[src/rtl/fibonacci_pkg.sv]
// ---------------------------------------------------------------------------
// fibonacci_pkg
// Shared definitions for the Fibonacci sequence generator:
//   FIB_WIDTH    default bit width of every term / seed / fibout
//   FIB_N_WIDTH  default bit width of n and index
//   fib_state_t  generator FSM state encoding (also exported on dbg_state)
// ---------------------------------------------------------------------------
package fibonacci_pkg;

    localparam int FIB_WIDTH   = 12;
    localparam int FIB_N_WIDTH = 6;

    typedef enum logic [1:0] {
        ST_IDLE = 2'd0,
        ST_RUN  = 2'd1,
        ST_DONE = 2'd2,
        ST_OVF  = 2'd3
    } fib_state_t;

endpackage

[src/rtl/fib_ovf_adder.sv]
// ---------------------------------------------------------------------------
// fib_ovf_adder
// Adds two WIDTH-bit terms at WIDTH+1 bits.
//   a, b   input  WIDTH  operands
//   sum    output WIDTH  low WIDTH bits of a+b
//   carry  output 1      carry-out; set when a+b does not fit in WIDTH bits
// ---------------------------------------------------------------------------
module fib_ovf_adder #(
    parameter int WIDTH = 12
) (
    input  logic [WIDTH-1:0] a,
    input  logic [WIDTH-1:0] b,
    output logic [WIDTH-1:0] sum,
    output logic             carry
);

    assign {carry, sum} = {1'b0, a} + {1'b0, b};

endmodule

[src/rtl/fibonacci_param.sv]
// ---------------------------------------------------------------------------
// fibonacci_param
// Generates a Fibonacci-style sequence from two seeds, one term per enabled
// clock, stopping either on overflow (mode 0) or after term n (mode 1).
//
// Ports
//   clk        input  1        rising-edge clock
//   rst        input  1        synchronous active-high reset
//   enb        input  1        advance enable; low freezes everything
//   start      input  1        begin a sequence (IDLE or OVF only, enb=1)
//   mode       input  1        0 = run until overflow, 1 = stop after term n
//   n          input  N_WIDTH  last term index for mode 1
//   seed0/1    input  WIDTH    first two terms
//   fibout     output WIDTH    current term
//   index      output N_WIDTH  index of current term (seed0 = 0)
//   valid      output 1        fibout/index carry a new term this cycle
//   busy       output 1        high while in RUN
//   done       output 1        one-cycle pulse when mode 1 completes
//   ovf        output 1        sticky overflow flag
//   dbg_state  output 2        current FSM state
//
// Handshake: valid is a one-way strobe with no back-pressure. Every cycle in
// which valid=1 presents exactly one new term on fibout/index; a consumer
// must capture it that cycle. valid is never high together with done.
// ---------------------------------------------------------------------------
module fibonacci_param
    import fibonacci_pkg::*;
#(
    parameter int WIDTH   = FIB_WIDTH,
    parameter int N_WIDTH = FIB_N_WIDTH
) (
    input  logic               clk,
    input  logic               rst,
    input  logic               enb,
    input  logic               start,
    input  logic               mode,
    input  logic [N_WIDTH-1:0] n,
    input  logic [WIDTH-1:0]   seed0,
    input  logic [WIDTH-1:0]   seed1,
    output logic [WIDTH-1:0]   fibout,
    output logic [N_WIDTH-1:0] index,
    output logic               valid,
    output logic               busy,
    output logic               done,
    output logic               ovf,
    output fib_state_t         dbg_state
);

    localparam logic [N_WIDTH-1:0] IDX_ONE = N_WIDTH'(1);

    fib_state_t         state;
    logic [WIDTH-1:0]   nxt_term;  // term that will be emitted next
    logic               nxt_bad;   // nxt_term came from a sum with carry-out
    logic               mode_r;
    logic [N_WIDTH-1:0] n_r;

    logic [WIDTH-1:0]   sum;
    logic               carry;

    // Term after nxt_term is always current + next.
    fib_ovf_adder #(
        .WIDTH (WIDTH)
    ) u_adder (
        .a     (fibout),
        .b     (nxt_term),
        .sum   (sum),
        .carry (carry)
    );

    assign dbg_state = state;

    always_ff @(posedge clk) begin
        if (rst) begin
            state    <= ST_IDLE;
            fibout   <= '0;
            index    <= '0;
            valid    <= 1'b0;
            busy     <= 1'b0;
            done     <= 1'b0;
            ovf      <= 1'b0;
            nxt_term <= '0;
            nxt_bad  <= 1'b0;
            mode_r   <= 1'b0;
            n_r      <= '0;
        end else if (!enb) begin
            // Frozen: only the new-term strobe drops.
            valid <= 1'b0;
        end else begin
            case (state)
                ST_IDLE, ST_OVF: begin
                    valid <= 1'b0;
                    if (start) begin
                        state    <= ST_RUN;
                        fibout   <= seed0;
                        index    <= '0;
                        valid    <= 1'b1;
                        busy     <= 1'b1;
                        done     <= 1'b0;
                        ovf      <= 1'b0;
                        nxt_term <= seed1;
                        nxt_bad  <= 1'b0;
                        mode_r   <= mode;
                        n_r      <= n;
                    end
                end
                ST_RUN: begin
                    if (mode_r && (index == n_r)) begin
                        // Term n already emitted; its successor is never
                        // needed, so a pending carry does not matter here.
                        state <= ST_DONE;
                        valid <= 1'b0;
                        busy  <= 1'b0;
                        done  <= 1'b1;
                    end else if (nxt_bad) begin
                        // fibout/index keep the last representable term.
                        state <= ST_OVF;
                        valid <= 1'b0;
                        busy  <= 1'b0;
                        ovf   <= 1'b1;
                    end else begin
                        fibout   <= nxt_term;
                        index    <= index + IDX_ONE;  // wraps in mode 0
                        valid    <= 1'b1;
                        nxt_term <= sum;
                        nxt_bad  <= carry;
                    end
                end
                ST_DONE: begin
                    state <= ST_IDLE;
                    valid <= 1'b0;
                    done  <= 1'b0;
                end
                default: begin
                    state <= ST_IDLE;
                    valid <= 1'b0;
                    busy  <= 1'b0;
                    done  <= 1'b0;
                end
            endcase
        end
    end

endmodule

[config.mk]
export PLATFORM = sky130hd
export DESIGN_NAME = fibonacci_param
export DESIGN_NICKNAME = d
export VERILOG_FILES = /design/src/rtl/fibonacci_pkg.sv /design/src/rtl/fib_ovf_adder.sv /design/src/rtl/fibonacci_param.sv
export SDC_FILE = /design/constraint.sdc
export NUM_CORES = 1
export LEC_CHECK = 0
export BUFFER_PORTS_ARGS = -buffer_cell sky130_fd_sc_hd__buf_2
export CAP_MARGIN = 20
export CORE_ASPECT_RATIO = 1.4
export CORE_MARGIN = 2
export CORE_UTILIZATION = 30
export DETAILED_ROUTE_END_ITERATION = 16
export HOLD_SLACK_MARGIN = 0.12
export PLACE_DENSITY = 0.49
export SYNTH_ARGS = -nofsm -noshare
export SYNTH_HDL_FRONTEND = slang
export SYNTH_HIERARCHICAL = 1
export SYNTH_SLANG_ARGS = --single-unit
[constraint.sdc]
create_clock -name clk -period 7.2 [get_ports clk]
set_clock_uncertainty 0.15 [all_clocks]
set_input_delay 1.08 -clock clk [delete_from_list [all_inputs] [get_ports clk]]
set_output_delay 1.08 -clock clk [all_outputs]
set_load 0.1 [all_outputs]
==> results.py <==
metrics = {
    "worst_hold_path": {
        "min_path_type": "flip-flop to flip-flop",
    },
    "placement": {
        "place_area_sq_um": 3370,
        "routabilityCongestion": 0.843,
        "portBuffers": 58,
        "place_hpwl_microns": 5890,
        "dp_slack_ns": 3.99,
    },
    "die": {
        "die_w_microns": 88.4,
        "start_util_pct": 30.5,
        "dieArea_sq_um": 10800,
        "die_h_microns": 122,
        "fp.coreArea_sq_um": 9790,
        "rows": 43,
        "ios": 59,
    },
    "final_layout": {
        "drive_gt1_share_pct": 28.9,
        "stdcell_area_sq_um": 3520,
        "antenna_cells": 0,
        "area_growth_pct": 17.7,
        "utilization_pct": 35.9,
        "num-nets-final": 433,
    },
    "detailed_routing": {
        "drc": 0,
        "via_count": 2701,
        "drt_iter0_markers": 152,
        "totalWireLength_microns": 8020,
        "routedWlPerCell_microns": 15.4,
        "antenna_left": 0,
        "routed_via_density": 5.20,
        "drtPass1Iterations": 4,
    },
    "yosys": {
        "synth.distinct_cells": 56,
        "synth-seq-cells": 44,
        "synth_area_sq_um": 2990,
        "synth-async-reset-ratio_pct": 0,
        "synth-seq-area-share_pct": 29.5,
        "synth-edff-count": 0,
        "synth_area_per_cell_sq_um": 8.85,
        "synth_fp_nets": 388,
        "syn_inst": 338,
        "synth_ff_type": "dfxtp_1",
        "yosys_warnings": 6,
    },
    "sta": {
        "rsz0062_at_grt": "false",
        "period_share_pct": 44.1,
        "final.setup.worst_slack_ns": 4.03,
        "drv_slew": 0,
        "tightest_slew_ns": 0.917,
        "period_minus_slack_ns": 3.17,
        "finalSetupTns_ns": 0,
        "hold_viol": 0,
        "max_freq_ghz": 0.315,
        "setup_viol_count_final": 0,
        "relSlewSlack_pct": 38.9,
    },
    "clock_network": {
        "ctsResizeCount": 0,
        "ctsHoldBuffers": 0,
        "cts_tree": "yes",
        "insertion_delay_ns": 0.29,
        "clkTransAtPathRegs_ns": 0.06,
        "post_cts_buffers": 0,
        "root_buffer": "clkbuf_16",
        "cts-buffers-inserted": 5,
        "clk_path_buf_depth": 2,
        "cts-htree-levels": 2,
        "clock-sinks": 44,
    },
    "worst_setup_path": {
        "crit_required_ns": 7.18,
        "critPathSlowestCell": "a21o_1",
        "cpPeakStageDelay_ns": 0.78,
        "crit_buf_inv": 2,
        "arrival_ns": 3.16,
        "crit_chain": "ha_1 -> buf_4 -> nor4b_4 -> buf_4 -> a21o_1 -> a211oi_1",
        "crit_path_end_kind": "flip-flop",
        "crit_type": "flip-flop to flip-flop",
        "path_max_fanout": 29,
        "crit_family": "compound AO/OA/AOI/OAI gates",
        "crit_top_cell": "buf_4",
        "critPathLaunchType": "flip-flop",
    },
    "power_and_ir_drop": {
        "p_per_area_nw_per_um2": 223,
        "leakage_nw": 1.45,
        "power.total_w": 0.000783,
        "vdd_drop_max_v": 0.000116,
    },
    "global_route": {
        "grt-ovfl-total": 0,
        "grt_max_degree": 41,
        "grt_pass1_wl_microns": 12800,
        "track_usage_pct": 15.3,
        "grt_pass1_vias": 2553,
        "antenna_found_initial": 0,
    },
    "run_status": {
        "status": "finished clean",
    },
    "run": {
        "drv_cap": 0,
    },
}
## through the flow
step | std cells | hold slack (ns)
floorplan | 338 | 0.287
finish | 519 | 0.309
global route | 519 | 0.338
detailed placement | 511 | 0.305
global placement | 511 | 0.301
CTS | 519 | 0.314
## layer usage
layer | up-vias | track usage [%] | routed length [microns]
met5 | - | 0 | 0
met4 | 0 | 6.44 | 216
met3 | 14 | 2.85 | 290
met2 | 62 | 26.4 | 3970
met1 | 1266 | 18.3 | 3540
li1 | 1359 | - | -
## power by group
group,total (W),switching [W],internal (W)
logic,0.000271,0.000179,0.0000918
registers,0.000279,0.0000163,0.000263
clock network,0.000234,0.0000968,0.000137
## cell type report
type / count / area, sq um
Multi-Input combinational cell: 242 / 1900
Fill cell: 1079 / 6270
Timing Repair Buffer: 62 / 320
Inverter: 28 / 105
Tap cell: 135 / 169
Sequential cell: 44 / 881
Clock inverter: 2 / 10.0
Clock buffer: 6 / 139
## final timing paths
kind,from,end,slack (ns),depth (start not counted)
setup reg to reg,dbg_state[0],nxt_term[6],4.03,6
hold reg to reg,mode_r,mode_r,0.31,2
setup / recovery,dbg_state[0],nxt_term[6],4.03,6
hold / removal,mode_r,mode_r,0.31,2
## state kept, by name, summed over array words and instances, names as in the netlist
| register | cells |
|---|---|
| busy | 1 |
| dbg_state | 2 |
| done | 1 |
| fibout | 12 |
| index | 6 |
| mode_r | 1 |
| n_r | 6 |
| nxt_bad | 1 |
| nxt_term | 12 |
| ovf | 1 |
| valid | 1 |
## layout by cell type (no fill, tap or decap), types with 5 or more instances in the layout
cell type / n
a211oi_1: 47
a211oi_2: 7
a21o_1: 7
a21oi_1: 18
buf_2: 58
clkbuf_16: 5
dfxtp_1: 44
ha_1: 14
inv_1: 28
mux2_2: 24
nand2_1: 27
nand2b_1: 6
nand3_1: 9
nor2_1: 5
xnor2_1: 8
xor2_1: 5
## synthesized netlist by cell type, drive strengths merged (5+ instances only)
cell type | instances | area (sq um)
a211oi | 54 | 440
a21o | 7 | 52.6
a21oi | 18 | 90.1
buf | 16 | 93.8
clkbuf | 8 | 30.0
dfxtp | 44 | 881
ha | 14 | 175
inv | 28 | 105
mux2 | 24 | 270
nand2 | 27 | 101
nand2b | 6 | 37.5
nand3 | 9 | 45.0
nor2 | 5 | 18.8
xnor2 | 8 | 70.1
xor2 | 5 | 43.8
## logic make-up (layout without fill, tap and decap cells)
family | Yosys count | count (layout) | synth area share (%)
adder cells (fa/ha/maj) | 15 | 15 | 6.53
AO/OA/AOI/OAI | 113 | 113 | 29.4
buffers and inverters | 52 | 98 | 7.66
flip-flops | 44 | 44 | 29.5
AND/OR/NAND/NOR | 76 | 76 | 13.8
multiplexers | 25 | 25 | 9.37
XOR/XNOR | 13 | 13 | 3.81
## worst register-to-register path: stages (launching register included)
cell      delay [ns]
dfxtp_1         0.38
ha_1            0.51
buf_4           0.41
nor4b_4         0.26
buf_4           0.33
a21o_1          0.79
a211oi_1        0.18
(Power assumes the default switching activity.)
